==> src/rtl/ics_tap_if.sv <==
`default_nettype none
// ============================================================================
// Module      : ics_tap_if
// Description : JTAG serial pin bundle (TMS/TDI in, TDO out) for ics_tap.
// Revision    : 1.0 - initial release
// ============================================================================
interface ics_tap_if;
    logic TMS;
    logic TDI;
    logic TDO;

    modport master (output TMS, output TDI, input TDO);
    modport slave  (input TMS, input TDI, output TDO);
endinterface
`default_nettype wire

==> src/rtl/ics_tap.sv <==
`default_nettype none
// ============================================================================
// Module      : ics_tap
// Description : IEEE 1149.1-style TAP with IDCODE, BYPASS and 8-bit USER DRs.
// Revision    : 1.0 - initial release
// ============================================================================
module ics_tap #(
    parameter int          IR_WIDTH     = 4,
    parameter logic [31:0] IDCODE_VALUE = 32'h1000_563D
) (
    input  wire logic TCK,
    input  wire logic TRST,
    ics_tap_if.slave  jtag
);

    localparam logic [IR_WIDTH-1:0] c_IR_IDCODE  = IR_WIDTH'(4'b0001);
    localparam logic [IR_WIDTH-1:0] c_IR_USER    = IR_WIDTH'(4'b1000);
    localparam logic [IR_WIDTH-1:0] c_IR_CAPTURE = IR_WIDTH'(4'b0101);

    typedef enum logic [3:0] {
        S_TLR    = 4'd0,
        S_RTI    = 4'd1,
        S_SEL_DR = 4'd2,
        S_CAP_DR = 4'd3,
        S_SH_DR  = 4'd4,
        S_EX1_DR = 4'd5,
        S_PA_DR  = 4'd6,
        S_EX2_DR = 4'd7,
        S_UPD_DR = 4'd8,
        S_SEL_IR = 4'd9,
        S_CAP_IR = 4'd10,
        S_SH_IR  = 4'd11,
        S_EX1_IR = 4'd12,
        S_PA_IR  = 4'd13,
        S_EX2_IR = 4'd14,
        S_UPD_IR = 4'd15
    } state_t;

    state_t                r_state;
    state_t                w_state_next;
    logic [IR_WIDTH-1:0]   r_ir;
    logic [IR_WIDTH-1:0]   r_sh_ir;
    logic [31:0]           r_sh_id;
    logic [7:0]            r_sh_user;
    logic [7:0]            r_user;
    logic                  r_sh_bp;
    logic                  r_tdo;
    logic                  w_tdo_next;
    logic                  w_sel_idcode;
    logic                  w_sel_user;

    assign w_sel_idcode = (r_ir == c_IR_IDCODE);
    assign w_sel_user   = (r_ir == c_IR_USER);
    assign jtag.TDO     = r_tdo;

    always_ff @(posedge TCK or negedge TRST) begin
        if (!TRST) begin
            r_state <= S_TLR;
        end else begin
            r_state <= w_state_next;
        end
    end

    always_comb begin
        w_state_next = r_state;
        case (r_state)
            S_TLR:    w_state_next = jtag.TMS ? S_TLR    : S_RTI;
            S_RTI:    w_state_next = jtag.TMS ? S_SEL_DR : S_RTI;
            S_SEL_DR: w_state_next = jtag.TMS ? S_SEL_IR : S_CAP_DR;
            S_CAP_DR: w_state_next = jtag.TMS ? S_EX1_DR : S_SH_DR;
            S_SH_DR:  w_state_next = jtag.TMS ? S_EX1_DR : S_SH_DR;
            S_EX1_DR: w_state_next = jtag.TMS ? S_UPD_DR : S_PA_DR;
            S_PA_DR:  w_state_next = jtag.TMS ? S_EX2_DR : S_PA_DR;
            S_EX2_DR: w_state_next = jtag.TMS ? S_UPD_DR : S_SH_DR;
            S_UPD_DR: w_state_next = jtag.TMS ? S_SEL_DR : S_RTI;
            S_SEL_IR: w_state_next = jtag.TMS ? S_TLR    : S_CAP_IR;
            S_CAP_IR: w_state_next = jtag.TMS ? S_EX1_IR : S_SH_IR;
            S_SH_IR:  w_state_next = jtag.TMS ? S_EX1_IR : S_SH_IR;
            S_EX1_IR: w_state_next = jtag.TMS ? S_UPD_IR : S_PA_IR;
            S_PA_IR:  w_state_next = jtag.TMS ? S_EX2_IR : S_PA_IR;
            S_EX2_IR: w_state_next = jtag.TMS ? S_UPD_IR : S_SH_IR;
            S_UPD_IR: w_state_next = jtag.TMS ? S_SEL_DR : S_RTI;
            default:  w_state_next = S_TLR;
        endcase
    end

    // Capture and shift happen on the rising edge; only the selected DR moves.
    always_ff @(posedge TCK or negedge TRST) begin
        if (!TRST) begin
            r_sh_ir   <= '0;
            r_sh_id   <= '0;
            r_sh_user <= '0;
            r_sh_bp   <= 1'b0;
        end else begin
            case (r_state)
                S_CAP_IR: r_sh_ir <= c_IR_CAPTURE;
                S_SH_IR:  r_sh_ir <= {jtag.TDI, r_sh_ir[IR_WIDTH-1:1]};
                S_CAP_DR: begin
                    if (w_sel_idcode) begin
                        r_sh_id <= IDCODE_VALUE;
                    end else if (w_sel_user) begin
                        r_sh_user <= r_user;
                    end else begin
                        r_sh_bp <= 1'b0;
                    end
                end
                S_SH_DR: begin
                    if (w_sel_idcode) begin
                        r_sh_id <= {jtag.TDI, r_sh_id[31:1]};
                    end else if (w_sel_user) begin
                        r_sh_user <= {jtag.TDI, r_sh_user[7:1]};
                    end else begin
                        r_sh_bp <= jtag.TDI;
                    end
                end
                default: ;
            endcase
        end
    end

    always_comb begin
        w_tdo_next = 1'b0;
        if (r_state == S_SH_IR) begin
            w_tdo_next = r_sh_ir[0];
        end else if (r_state == S_SH_DR) begin
            if (w_sel_idcode) begin
                w_tdo_next = r_sh_id[0];
            end else if (w_sel_user) begin
                w_tdo_next = r_sh_user[0];
            end else begin
                w_tdo_next = r_sh_bp;
            end
        end
    end

    // Falling edge: TDO launch, update of IR/USER, and IR reload while in TLR.
    always_ff @(negedge TCK or negedge TRST) begin
        if (!TRST) begin
            r_ir   <= c_IR_IDCODE;
            r_user <= 8'h00;
            r_tdo  <= 1'b0;
        end else begin
            r_tdo <= w_tdo_next;
            case (r_state)
                S_TLR:    r_ir <= c_IR_IDCODE;
                S_UPD_IR: r_ir <= r_sh_ir;
                S_UPD_DR: begin
                    if (w_sel_user) begin
                        r_user <= r_sh_user;
                    end
                end
                default: ;
            endcase
        end
    end

endmodule
`default_nettype wire

==> src/flat_wrapper.sv <==
// flat-port wrapper written by rule: the top's interface ports become plain ports
module ics_tap_flat 
#(
    parameter int          IR_WIDTH     = 4,
    parameter logic [31:0] IDCODE_VALUE = 32'h1000_563D
)
  (TCK, TRST, jtag_TMS, jtag_TDI, jtag_TDO);
  ics_tap_if jtag_i ();
  input  wire logic TCK;
  input  wire logic TRST;
  input wire logic [$bits(jtag_i.TMS)-1:0] jtag_TMS;
  input wire logic [$bits(jtag_i.TDI)-1:0] jtag_TDI;
  output wire logic [$bits(jtag_i.TDO)-1:0] jtag_TDO;
  assign jtag_i.TMS = jtag_TMS;
  assign jtag_i.TDI = jtag_TDI;
  assign jtag_TDO = jtag_i.TDO;
  ics_tap #(.IR_WIDTH(IR_WIDTH), .IDCODE_VALUE(IDCODE_VALUE)) u_core (.TCK(TCK), .TRST(TRST), .jtag(jtag_i));
endmodule
==> config.mk <==
export PLATFORM = sky130hd
export DESIGN_NAME = ics_tap_flat
export DESIGN_NICKNAME = d
export VERILOG_FILES = /design/src/rtl/ics_tap_if.sv /design/src/rtl/ics_tap.sv /design/src/flat_wrapper.sv
export SDC_FILE = /design/constraint.sdc
export NUM_CORES = 1
export LEC_CHECK = 0
export ABC_AREA = 1
export CAP_MARGIN = 20
export CELL_PAD_IN_SITES_DETAIL_PLACEMENT = 1
export CELL_PAD_IN_SITES_GLOBAL_PLACEMENT = 1
export CORE_AREA = 5 5 91 93
export CTS_BUF_LIST = sky130_fd_sc_hd__clkbuf_4
export DETAILED_ROUTE_END_ITERATION = 10
export DIE_AREA = 0 0 96 98
export GPL_ROUTABILITY_DRIVEN = 0
export PLACE_DENSITY_LB_ADDON = 0.15
export SLEW_MARGIN = 0
export SYNTH_ARGS = -nofsm -noshare
export SYNTH_HDL_FRONTEND = slang
export SYNTH_SLANG_ARGS = --single-unit
export TNS_END_PERCENT = 1
==> constraint.sdc <==
create_clock -name TCK -period 4 [get_ports TCK]
set_input_delay 1.2 -clock TCK [delete_from_list [all_inputs] [get_ports TCK]]
set_output_delay 1.2 -clock TCK [all_outputs]
set_load 0.1 [all_outputs]
# == Yosys cells after proc, flatten, opt, wreduce, memory -nomap -nowiden ==
# Cells that the tools add are included.
# word_totals
input_bits,4
elab_cells,76
ff_bits,62
out_inout_bits,1
# op_classes
n_reduce_logical,11
muxes,32
n_eq_ne,25
# ops
operator,n
32-bit two-way mux,2
32-bit case mux with 2 select lines,1
4-bit case mux with 12 select lines,1
4-bit == test (second input constant),9
8-bit two-way mux,4
4-bit by 3-bit == test with 1-bit output (second input constant),4
4-bit two-way mux,4
4-bit case mux with 2 select lines,2
8-bit case mux with 2 select lines,1
1-bit two-way mux,11
5-bit AND reduction,2
4-bit by 1-bit == test with 1-bit output (second input constant),2
4-bit by 2-bit == test with 1-bit output (second input constant),2
2-bit by 1-bit inequality test with 1-bit output (second input constant),4
2-bit inequality test (second input constant),4
2-bit two-way mux,3
3-bit two-way mux,2
2-bit nonzero test,3
4-bit zero test,1
2-bit OR reduction,2
3-bit AND reduction,1
3-bit OR reduction,1
1-bit case mux with 2 select lines,1
2-bit AND reduction,1

# == Longest topological paths before layout ==
# logic_depth
word_depth,5
ltp_mapped,9
mapped_depth_nobuf,8

==> metrics <==
status=finished, violations left; failing checks=setup timing; CTS root buffer=clkbuf_4; NumNets Final=between 300 and 400; total of warnings raised by yosys=0; CP bufs+invs=1; fill count=between 900 and 1k; TritonCTS Buffers=9; Hold WC Path Type=flop to flop; crit-path max FO=1; final core occ=0.4158; flops & latches, synth=between 60 and 70; Cells after Synth=approximately 330; CP startpoint kind=flop; Die W=between 90 and 100 um; Initial Util=0.3817; latest clock arrival within the worst-skew pair=between 400 and 500 ps; Power Total=a little under 2000 uW; area of the mapped netlist=approximately 0.0028 mm^2; Net Count, Synth=between 300 and 400; post-synth top area share=0.4313; Post-DRT Antenna Nets=0; largest cells by area after synthesis=dfrtp_1 (43%), nand2_1 (14%), dfrtn_1 (11%); die area=roughly 0.0094 mm^2; vias in the first global route=2,272; largest area contributor in the netlist=dfrtp_1; clock slew at reported path FFs=roughly 70 ps; worst slack at placement=slightly below 200 ps; Vias=approximately 2.1k; P_int=~1200 uW; WL/cell=around 14 um; Top Family by Delay on Critical Path=flip-flops; RSZ-0062 raised after global routing=yes; DRC viols=0; worst ir drop on vdd=0.0001769 V; TritonCTS Sinks=62; Max stage delay cell, worst path=dfrtn_1; number of placement rows=32; Max Slew Vio Count=0; Sw Pwr=approximately 800 uW; Die H=98 um; Arr. time, crit path=about 3000 ps; Post-synth top flop=dfrtp_1; CTS max path bufs=2; total core area=~0.0074 mm^2; DP HPWL=slightly below 4000 um; first-pass GRT wire length=between 10,000 and 15,000 um; most numerous cell in the Yosys netlist=nand2_1; layout cells sized above 1=0.1320; DRT iter0 DRCs=64; measured slew at the worst slew-check pin=a little under 500 ps; number of synthesized flops with an enable pin=0; sw frac=0.4027; Rel. slew slack=0.6698; register area share after synthesis=0.5462; CP Cell Sequence=buf_12; All-Layer GR Usage=0.1444; IO Port Bufs=4; hold_buf cts=0; Area Overhead vs Synth=8.935%; asr flop ratio synth=1.000; CTS HTree Levels=3; critical path class=flop to output pin; Worst EP required=around 2800 ps; drt total wl=5993 um; Max-Cap Viols=0; Mean Syn Cell Area=8.667 um^2; final hold violations=0; initial antenna violation count=0; largest net degree at the start of global routing=between 40 and 50; postcts setup bufs=0; cell leakage power=between 0.0015 and 0.002 uW; Pre-Repair DR Iteration Count=4; vias per cell=between 4 and 5; Clock Power Share=0.215; total gr overflow=0; Final setup viols=1; Hold Slack=roughly 440 ps; top cells by count, synth=nand2_1 (107), dfrtp_1 (49), nand3_1 (33); post-synth cell types=26; delay of the slowest critical-path stage=450 ps; Gate power share=0.329; Final WS setup=-196.3 ps; CTS tree=done; register share of total power=0.456; Setup Skew=between 50 and 60 ps; Power Density=between 600 and 700 mW/mm^2; Ant. Diodes=0; CP Capture Type=output pin; I/O pins=5
## cell usage in the layout, fill, tap and decap left out, types with 3 or more instances in the layout
cell type and count:
inv_1 27, nand2_4 4, nand3_1 33, o21ai_1 19, nor2_1 18, o22ai_1 4
nor2_4 3, dfrtp_1 49, o21ai_2 11, clkbuf_4 9, a21oi_1 3, nand2_1 107
dfrtn_1 12, nand4_1 3, buf_4 4, clkinvlp_4 3, o21ai_0 14
## registers in the layout, indices dropped and copies added, names as in the netlist
signal,cells
u_core.r_sh_bp,1
u_core.jtag.TDO,1
u_core.r_ir,4
u_core.r_sh_ir,4
u_core.r_sh_user,8
u_core.r_user,8
u_core.r_sh_id,32
u_core.r_state,4
## worst min-delay path, delay by kind of cell (launching register included)
kind | cells | cell delay [ps]
flip-flops | 1 | 420
AND/OR/NAND/NOR | 1 | 50
AO/OA/AOI/OAI | 1 | 60
## cell families (layout without fill, tap and decap cells)
logic type | after synthesis | in the layout | share of synthesized area
simple gates | 171 | 171 | 0.2658
flops | 62 | 62 | 0.5462
compound gates | 53 | 53 | 0.1109
buf+inv | 42 | 55 | 0.07702
## per-layer routing
metal / wire, um / vias to the layer above / share of wire / global-route usage
met5: 0 / - / 0 / 0
met1: 3033 / 1041 / 0.51 / 0.1998
li1: - / 1069 / - / -
met2: 2708 / 16 / 0.45 / 0.2146
met4: 125 / 0 / 0.021 / 0.07002
met3: 125 / 10 / 0.021 / 0.02851
## layout make-up
| type | instances | area (um^2) | share of cell area |
|---|---|---|---|
| Sequential cell | 62 | 1553 | 0.5014 |
| Inverter | 29 | 113.9 | 0.03677 |
| Timing Repair Buffer | 9 | 95.09 | 0.03071 |
| Clock inverter | 8 | 68.82 | 0.02222 |
| Multi-Input combinational cell | 224 | 1071 | 0.3459 |
| Clock buffer | 9 | 67.56 | 0.02182 |
| Tap cell | 102 | 127.6 | 0.04121 |
## power groups by stage
| stage | sequential, uW | clock (uW) | combinational [uW] |
|---|---|---|---|
| floorplan | 904 | 3.13 | 526 |
| global placement | 912 | 3.13 | 642 |
| detailed placement | 919 | 3.13 | 664 |
| CTS | 906 | 447 | 668 |
| global route | 926 | 477 | 746 |
| finish | 905 | 428 | 653 |
## path summary, 6_finish.rpt
check                                             start                             end  slack [ps]  cells after the start
setup / recovery              u_core.jtag.TDO$_DFF_NN0_                        jtag_TDO        -200                      1
hold / removal             u_core.r_user[5]$_DFFE_NN0P_    u_core.r_user[5]$_DFFE_NN0P_         440                      2
setup reg to reg             u_core.r_ir[1]$_DFFE_NN0P_  u_core.r_sh_id[12]$_DFFE_PN0P_         430                      6
hold reg to reg            u_core.r_user[5]$_DFFE_NN0P_    u_core.r_user[5]$_DFFE_NN0P_         440                      2
max in group asynchronous                          TRST    u_core.r_user[6]$_DFFE_NN0P_         950                      2
min in group asynchronous                          TRST   u_core.r_sh_ir[1]$_DFFE_PN0P_         650                      1
## stage by stage
| step | cells | TNS [ps] | cell area (um^2) |
|---|---|---|---|
| 3_5_place_dp | 427 | 0 | 2964 |
| 2_1_floorplan | 328 | -148.7 | 2843 |
| 5_1_grt | 443 | -248.8 | 3097 |
| 3_3_place_gp | 427 | 0 | 2964 |
| 6_report | 443 | -196.3 | 3097 |
| 4_1_cts | 443 | -226.1 | 3097 |
## timing repair
action,CTS,global route
setup endpoints to repair,1,1
resized for setup,0,0
endpoints found under the hold margin,0,0
(Power assumes the default switching activity.)
==> variant: new RTL, same flow settings <==
Make the reset (`TRST`) synchronous in 3 clocked blocks.
--- a/src/rtl/ics_tap.sv
+++ b/src/rtl/ics_tap.sv
@@ -55,3 +55,3 @@
 
-    always_ff @(posedge TCK or negedge TRST) begin
+    always_ff @(posedge TCK) begin
         if (!TRST) begin
@@ -87,3 +87,3 @@
     // Capture and shift happen on the rising edge; only the selected DR moves.
-    always_ff @(posedge TCK or negedge TRST) begin
+    always_ff @(posedge TCK) begin
         if (!TRST) begin
@@ -136,3 +136,3 @@
     // Falling edge: TDO launch, update of IR/USER, and IR reload while in TLR.
-    always_ff @(negedge TCK or negedge TRST) begin
+    always_ff @(negedge TCK) begin
         if (!TRST) begin
Function: not checked (the comparison handles one clock edge and no latches or derived clocks); the edit may change what the design does.
==> variant against the original RTL <==
The run still ends with setup timing left; worst setup slack improved by 0.052 ns; non-clock buffer count increased by 6; design area decreased by 4.3%; synthesized area decreased by 8.6%; clock skew increased by 0.00095 ns; sequential cell count unchanged; cell count increased by 12%; wire length increased by 3.0%; core utilization decreased by 1.8 points; largest cell class unchanged; highest routed layer unchanged.
Power is not compared: it rests on default switching activity, and its combinational part moved more than twofold at a synthesized area within 25%.
==> variant: results (changes against the original RTL) <==
- Top post-synthesis cells by count: 105 x nand2_1, 62 x dfxtp_1, 46 x a21oi_1 (was 107 x nand2_1, 49 x dfrtp_1, 33 x nand3_1)
- Finished Cell Area: 2964 sq um (was 3097 sq um)
- Worst hold start: u_core.r_ir[2] (was u_core.r_user[5])
- Status: complete, but fails checks (unchanged)
- Hold WS: 0.4672 ns (was 0.4421 ns)
- Slowest library cell on the worst path: dfxtp_2 (was dfrtn_1)
- Fin worst setup slack: -0.1446 ns (was -0.1963 ns)
- Clock latency on the worst-skew pair: 0.45 ns (was 0.42 ns)
- Seq/Total Area, Yosys: 0.4776 (was 0.5462)
- Final TNS setup: -0.1446 ns (was -0.1963 ns)
- Maximum VDD drop: just over 0.2 mV
- Worst slew pin tran: 0.5165 ns (was 0.4949 ns)
- Largest net degree at the start of global routing: 23 (was 44)
- Max Used Layer: met4 (unchanged)
- Post-placement setup slack: -0.3292 ns (was 0.1922 ns)
- Internal: 0.8564 mW
- Reg2reg end: u_core.r_sh_user[0] (was u_core.r_sh_id[12])
- Ys flop type: dfxtp_1 (was dfrtp_1)
- GRT met2 Usage: 0.2294 (was 0.2146)
- Placed wire-length estimate: 4.289 mm (was 3.950 mm)
- Hold EP: u_core.r_ir[2] (was u_core.r_user[5])
- Dpl cell area: 2785 sq um (was 2964 sq um)
- Routing usage on met3: 0.03005 (was 0.02851)
- Reg2reg start: u_core.r_ir[1] (unchanged)
- Setup crit start: u_core.jtag.TDO (unchanged)
- Reg2reg setup slack: 0.38 ns (was 0.43 ns)
- Layout Nets: 392 (was 340)
- Gr usage total: 0.1451 (was 0.1444)
- WL per Instance: 12.47 um (was 13.53 um)
- First-pass GRT wire length: 10.79 mm (was 10.76 mm)
- Drt initial violations: 66 (was 64)
- Final setup viols: 1 (unchanged)
- Layout fillers: 975 (was 926)
- Met2 wire length: 2.965 mm (was 2.708 mm)
- CP max FO: 1 (unchanged)
- Routed length on met1: 2.966 mm (was 3.033 mm)
- Failing checks: setup timing (unchanged)
- DR WL met3: 153 um (was 125 um)
- Via count: 2,335 (was 2,136)
- Placed cell count: 467 (was 427)
- Routing usage on met1: 0.1905 (was 0.1998)
- Clock Pin Slew Worst Setup and Hold Paths: 0.04 ns (was 0.07 ns)
- Critical path arrival: 2.94 ns (was 3.00 ns)
- Leakage power: 1.209 nW
- Vias per cell: 4.717 (was 4.822)
- Share of layout cells above drive strength 1: 0.09924 (was 0.1320)
- Post-Syn Instances: 363 (was 328)
- Total nets after synthesis: 367 (was 332)
- Synth warn: 0 (unchanged)
- Worst clock skew: 0.05938 ns (was 0.05843 ns)
- Slowest Stage Delay on Critical Path: 0.34 ns (was 0.45 ns)
- Cells taking the most area after synthesis: dfxtp_1 48%, nand2_1 15%, a21oi_1 8.9% (was dfrtp_1 43%, nand2_1 14%, dfrtn_1 11%)
- Library cells used by synthesis: 22 (was 26)
- Ys async rst share: 0 (was 1.000)
variant: final cells by class:
cell class	count	share of cell area
Timing Repair Buffer	15	0.04897
Clock inverter	19	0.03630
Clock buffer	10	0.02533
Tap cell	102	0.04306
Inverter	29	0.03672
Multi-Input combinational cell	258	0.3905
Sequential cell	62	0.4192
variant: what timing repair did:
| item | 4_1_cts | 5_1_grt |
|---|---|---|
| buffers inserted | 0 | 0 |
| gates resized for setup | 0 | 0 |
| endpoints found under the setup margin | 1 | 1 |
| endpoints found under the hold margin | 0 | 0 |
variant: worst reg2reg max path, delay by kind of cell, from the launching register on:
kind	cells	cell delay [ns]
flops	1	0.32
buf+inv	1	0.30
compound gates	1	0.18
simple gates	4	0.69
variant: logic make-up after synthesis:
family	after synthesis	share of synthesized area
buffers and inverters	43	0.07703
DFF	62	0.4776
AOI/OAI and AO/OA	85	0.1651
and+or+nand+nor	173	0.2802
